[src/rtl/fetch_stage_if.sv]
// Instruction-memory read port: the fetch stage drives the strobe and address,
// and the memory returns data one cycle after the strobe.
interface fetch_stage_if #(
  parameter int PC_W = 9
);
  logic            rd_en;
  logic [PC_W-1:0] addr;
  logic [31:0]     rdata;

  modport master (output rd_en, output addr, input rdata);
  modport slave  (input rd_en, input addr, output rdata);
endinterface

[src/rtl/fetch_stage.sv]
// Instruction-fetch stage: PC register, instruction-memory read issue, a
// 1-entry skid buffer for responses that land during a stall, and the IF/ID
// pipeline register.
//
//   state  | meaning
//   -------+------------------------------------------------------------
//   RUN    | fetching; PC advances by 4 per unstalled cycle
//   HALTED | decode saw a halt; no reads, redirects ignored until reset
module fetch_stage #(
  parameter int              PC_W     = 9,
  parameter logic [PC_W-1:0] RESET_PC = '0
) (
  input  logic             clk,
  input  logic             rst_n,
  input  logic             stall,
  input  logic             pc_sel,
  input  logic [31:0]      br_pc,
  input  logic             halt,
  fetch_stage_if.master    imem,
  output logic             if_valid,
  output logic [PC_W-1:0]  if_pc,
  output logic [31:0]      if_instr,
  output logic             halted
);

  typedef enum logic {RUN = 1'b0, HALTED = 1'b1} state_t;

  state_t          state;
  logic [PC_W-1:0] pc_q;
  logic [PC_W-1:0] pc_d;
  logic            req_vld;
  logic [PC_W-1:0] req_pc;
  logic            skid_vld;
  logic [PC_W-1:0] skid_pc;
  logic [31:0]     skid_instr;

  logic run;
  logic flush;
  logic halt_now;
  logic drop;
  logic issue;

  // Only the low PC_W bits of the redirect target address the memory.
  logic unused_br_pc_hi;
  assign unused_br_pc_hi = ^br_pc[31:PC_W];

  // Redirects and halts only matter while running; once halted, everything
  // in flight is discarded. Reset gates the strobe so no read leaves early.
  assign run      = (state == RUN);
  assign flush    = pc_sel & run;
  assign halt_now = halt & run;
  assign drop     = flush | halt_now | ~run;
  assign issue    = rst_n & run & ~stall & ~flush & ~halt;

  assign imem.rd_en = issue;
  assign imem.addr  = pc_q;

  // Next-PC select: redirect beats everything, then hold, then sequential.
  always_comb begin
    pc_d = pc_q;
    if (flush)
      pc_d = br_pc[PC_W-1:0];
    else if (halt_now || !run || stall)
      pc_d = pc_q;
    else if (issue)
      pc_d = pc_q + PC_W'(4);
  end

  // Run/halt state machine with registered halted flag.
  always_ff @(posedge clk or negedge rst_n) begin
    if (!rst_n) begin
      state  <= RUN;
      halted <= 1'b0;
    end else begin
      case (state)
        RUN: begin
          if (halt && !pc_sel) begin
            state  <= HALTED;
            halted <= 1'b1;
          end
        end
        HALTED: begin
          state  <= HALTED;
          halted <= 1'b1;
        end
        default: begin
          state  <= RUN;
          halted <= 1'b0;
        end
      endcase
    end
  end

  // PC, outstanding-read tracking, skid buffer and IF/ID register.
  always_ff @(posedge clk or negedge rst_n) begin
    if (!rst_n) begin
      pc_q       <= RESET_PC;
      req_vld    <= 1'b0;
      req_pc     <= '0;
      skid_vld   <= 1'b0;
      skid_pc    <= '0;
      skid_instr <= '0;
      if_valid   <= 1'b0;
      if_pc      <= '0;
      if_instr   <= '0;
    end else begin
      pc_q    <= pc_d;
      req_vld <= issue;
      req_pc  <= pc_q;
      if (drop) begin
        // Wrong-path or post-halt: squash IF/ID, the skid and the response.
        if_valid <= 1'b0;
        skid_vld <= 1'b0;
      end else if (stall) begin
        // IF/ID holds; a response arriving now parks in the skid.
        if (req_vld) begin
          skid_vld   <= 1'b1;
          skid_pc    <= req_pc;
          skid_instr <= imem.rdata;
        end
      end else if (skid_vld) begin
        if_valid <= 1'b1;
        if_pc    <= skid_pc;
        if_instr <= skid_instr;
        skid_vld <= 1'b0;
      end else if (req_vld) begin
        if_valid <= 1'b1;
        if_pc    <= req_pc;
        if_instr <= imem.rdata;
      end else begin
        if_valid <= 1'b0;
      end
    end
  end

  // The skid holds one entry: a parked response must drain before another
  // response can arrive, stalled or not.
  always @(posedge clk) begin
    if (rst_n && req_vld && !drop) begin
      assert (!skid_vld);
    end
  end

endmodule

[src/flat_wrapper.sv]
// flat-port wrapper written by rule: the top's interface ports become plain ports
module fetch_stage_flat 
#(
  parameter int              PC_W     = 9,
  parameter logic [PC_W-1:0] RESET_PC = '0
)
  (clk, rst_n, stall, pc_sel, br_pc, halt, if_valid, if_pc, if_instr, halted, imem_rd_en, imem_addr, imem_rdata);
  fetch_stage_if #(.PC_W(PC_W)) imem_i ();
  input  logic clk;
  input  logic rst_n;
  input  logic stall;
  input  logic pc_sel;
  input  logic [31:0] br_pc;
  input  logic halt;
  output logic if_valid;
  output logic [PC_W-1:0] if_pc;
  output logic [31:0] if_instr;
  output logic halted;
  output wire logic [$bits(imem_i.rd_en)-1:0] imem_rd_en;
  output wire logic [$bits(imem_i.addr)-1:0] imem_addr;
  input wire logic [$bits(imem_i.rdata)-1:0] imem_rdata;
  assign imem_rd_en = imem_i.rd_en;
  assign imem_addr = imem_i.addr;
  assign imem_i.rdata = imem_rdata;
  fetch_stage #(.PC_W(PC_W), .RESET_PC(RESET_PC)) u_core (.clk(clk), .rst_n(rst_n), .stall(stall), .pc_sel(pc_sel), .br_pc(br_pc), .halt(halt), .imem(imem_i), .if_valid(if_valid), .if_pc(if_pc), .if_instr(if_instr), .halted(halted));
endmodule
[config.mk]
export PLATFORM = sky130hd
export DESIGN_NAME = fetch_stage_flat
export DESIGN_NICKNAME = d
export VERILOG_FILES = /design/src/rtl/fetch_stage_if.sv /design/src/rtl/fetch_stage.sv /design/src/flat_wrapper.sv
export SDC_FILE = /design/constraint.sdc
export NUM_CORES = 1
export LEC_CHECK = 0
export ABC_AREA = 1
export CAP_MARGIN = 20
export CORE_ASPECT_RATIO = 1.25
export CORE_MARGIN = 4
export CORE_UTILIZATION = 48
export DETAILED_ROUTE_END_ITERATION = 8
export PLACE_DENSITY_LB_ADDON = 0.12
export SLEW_MARGIN = 30
export SYNTH_ARGS = -nofsm -noshare
export SYNTH_HDL_FRONTEND = slang
export SYNTH_SLANG_ARGS = --single-unit
[constraint.sdc]
create_clock -name clk -period 1.5 [get_ports clk]
set_input_delay 0.375 -clock clk [delete_from_list [all_inputs] [get_ports clk]]
set_output_delay 0.375 -clock clk [all_outputs]
set_load 0.02 [all_outputs]
==> flow_summary.json <==
{
  "status": "finished with violations",
  "violations": "negative setup slack",
  "ant_nets": 0,
  "vias_per_cell": 5.13,
  "synth_cell_type_count": 21,
  "drive_above_1_share": 0.247,
  "diodes": 0,
  "first_pass_iters": 5,
  "track_usage": 0.193,
  "relSlewSlack": 0.529,
  "layout_common_cells": "167 x nand2_1, 104 x dfrtp_1, 51 x inv_1, 50 x nand2_2, 45 x o21ai_0",
  "synth_edf_count": 0,
  "root_buffer": "clkbuf_16",
  "p_switching_mw": 2.19,
  "final_nets": 749,
  "critPathMaxFanout": 2,
  "intPower_mw": 5.32,
  "hpwlAfterDp_um": 6760,
  "final_common_cell": "nand2_1",
  "p_sw_frac": 0.292,
  "max_slew.worst_pin.slew_ns": 0.707,
  "ys.flop_type": "dfrtp_1",
  "required_ns": 1.12,
  "start_util": 0.491,
  "ys_ff_latch": 105,
  "place_congestion": 0.820,
  "syn_area_um2": 4480,
  "io_pins": 122,
  "slowest_stage": "dfrtp_1",
  "worstSetupEndpointType": "output port",
  "critPathMostFrequentCell": "nor2_4",
  "syn_inst": 545,
  "hold_class": "in2async",
  "syn_to_final_growth_pct": 53.1,
  "path_cells": "nor2_4, nand3_2, nor2_4, buf_6",
  "start_kind": "register",
  "cts.path.max_buffers": 2,
  "max_freq_ghz": 0.615,
  "hold_ws_ns": 0.302,
  "arrival_ns": 1.25,
  "dieHeight_um": 116,
  "clk_pin_slew_ns": 0.07,
  "core_area_um2": 9130,
  "power.total_mw": 7.51,
  "routed_wirelength_um": 13200,
  "power_density_nw_per_um2": 1090,
  "cts_buffers": 9,
  "rows": 39,
  "fin_util": 0.752,
  "crit_family": "flip-flops",
  "setup-violations-final": 81,
  "die_area_um2": 11000,
  "grt_pass1_wl_um": 16600,
  "finalCritPeriodShare": 1.08,
  "cpPeakStageDelay_ns": 0.41,
  "drv_slew": 0,
  "yosysWarnings": 0,
  "antenna_found_initial": 0,
  "pre_cts_ws_ns": -0.670,
  "ys_seq_area_frac": 0.586,
  "postSynthAreaPerCell_um2": 8.22,
  "path_buf_inv": 1,
  "grt_max_degree": 56,
  "tns_ns": -3.18,
  "die_w_um": 94.4,
  "skew_ns": 0.00787,
  "synth_top_area_frac": 0.586,
  "synth_nets": 615,
  "clock_sinks": 105,
  "cts_tree": "yes",
  "globalRouteOverflowTotal": 0,
  "ir_worst_vdd_mv": 0.900,
  "hold_viol": 0,
  "rsz0062_at_grt": "yes",
  "layout_setup_ws_ns": -0.125,
  "clk_latency_ns": 0.34,
  "drt_iter0_drc": 318,
  "grt_pass1_vias": 3694,
  "fin_crit_ns": 1.62,
  "wl_per_cell_um": 16.3,
  "io_buffers": 98,
  "p_seq_frac": 0.457,
  "maxCapViolCount": 0,
  "yosys-top-cells-area": "dfrtp_1 59%, nand2_1 20%, o21ai_0 8.0%, inv_1 4.4%, nand3_1 1.5%",
  "yosysTopAreaCell": "dfrtp_1",
  "worstSetupPathType": "reg2out",
  "clkPwrFrac": 0.315,
  "drc_errors": 0,
  "power.leakage_nw": 3.53,
  "num_vias": 4131,
  "htreeDepth": 3,
  "comb_power_share": 0.228,
  "synth-async-reset-ratio": 1.00
}
==> Yosys cell counts (5+ instances only) <==
cell type / count
nand2_1: 239
dfrtp_1: 105
o21ai_0: 72
inv_1: 52
clkbuf_1: 15
nand3_1: 13
o21ai_1: 13
buf_2: 10
nor2_1: 7
or2_2: 5
==> tightest hold or removal path, stage by stage <==
cell	delay, ns
buf_4	0.13
buf_4	0.12
buf_4	0.49
==> what timing repair did <==
item                       in CTS  in global routing
pin swaps                       0                 24
setup buffers                   0                  7
setup endpoints to repair      57                 56
gates cloned                    0                 19
gates resized for setup        60                160
hold buffers                    0                  0
==> worst paths after layout <==
check	startpoint	endpoint	slack [ns]	depth (start not counted)
setup / recovery	u_core.state$_DFF_PN0_	imem_rd_en	-0.12	4
hold / removal	rst_n	u_core.if_pc[4]$_DFFE_PN0P_	0.30	3
setup reg to reg	u_core.state$_DFF_PN0_	u_core.if_instr[13]$_DFFE_PN0P_	-0.10	8
hold reg to reg	u_core.imem.addr[0]$_DFFE_PN0P_	u_core.req_pc[0]$_DFF_PN0_	0.42	0
max in group asynchronous	rst_n	u_core.if_instr[22]$_DFFE_PN0P_	0.69	3
min in group clk	rst_n	u_core.req_vld$_DFF_PN0_	0.36	3
==> power by group through the flow <==
stage / logic (mW) / registers (mW) / clock network (mW)
2_1_floorplan: 0.529 / 3.72 / 0
4_1_cts: 1.60 / 3.39 / 2.38
5_1_grt: 1.89 / 3.48 / 2.51
3_5_place_dp: 1.73 / 3.45 / 0
3_3_place_gp: 1.70 / 3.44 / 0
6_report: 1.71 / 3.43 / 2.36
==> logic make-up (layout without fill, tap and decap cells) <==
family          Yosys count  after routing  synth area share
flops                   105            105             0.586
simple gates            269            269             0.239
compound gates           90             90             0.102
fa+ha+maj                 1              1           0.00279
buf+inv                  80            218            0.0698
==> through the flow <==
step / cell area [um^2] / instances
2_1_floorplan: 4480 / 545
3_5_place_dp: 5760 / 765
5_1_grt: 6860 / 806
4_1_cts: 5990 / 780
6_report: 6860 / 806
3_3_place_gp: 5760 / 765
==> state kept, by name (all words and copies together) (netlist names) <==
name               count
u_core.halted          1
u_core.if_instr       32
u_core.if_pc           9
u_core.if_valid        1
u_core.imem.addr       9
u_core.req_pc          9
u_core.req_vld         1
u_core.skid_instr     32
u_core.skid_pc         9
u_core.skid_vld        1
u_core.state           1
==> layer usage <==
layer	GRT usage	vias up	routed length (um)
li1	-	1954	-
met2	0.331	148	6930
met3	0.0494	26	842
met4	0.0703	0	258
met5	0	-	0
met1	0.235	2003	5130
==> layout make-up <==
cell class,count,area [um^2]
timing repair buffer,149,1670
clock inverter,3,40.0
fill,612,2260
tap,123,154
multi-input combinational,360,1910
clock buffer,12,256
inverter,54,208
sequential,105,2630
Note: power is estimated with default switching activity, not from simulation.
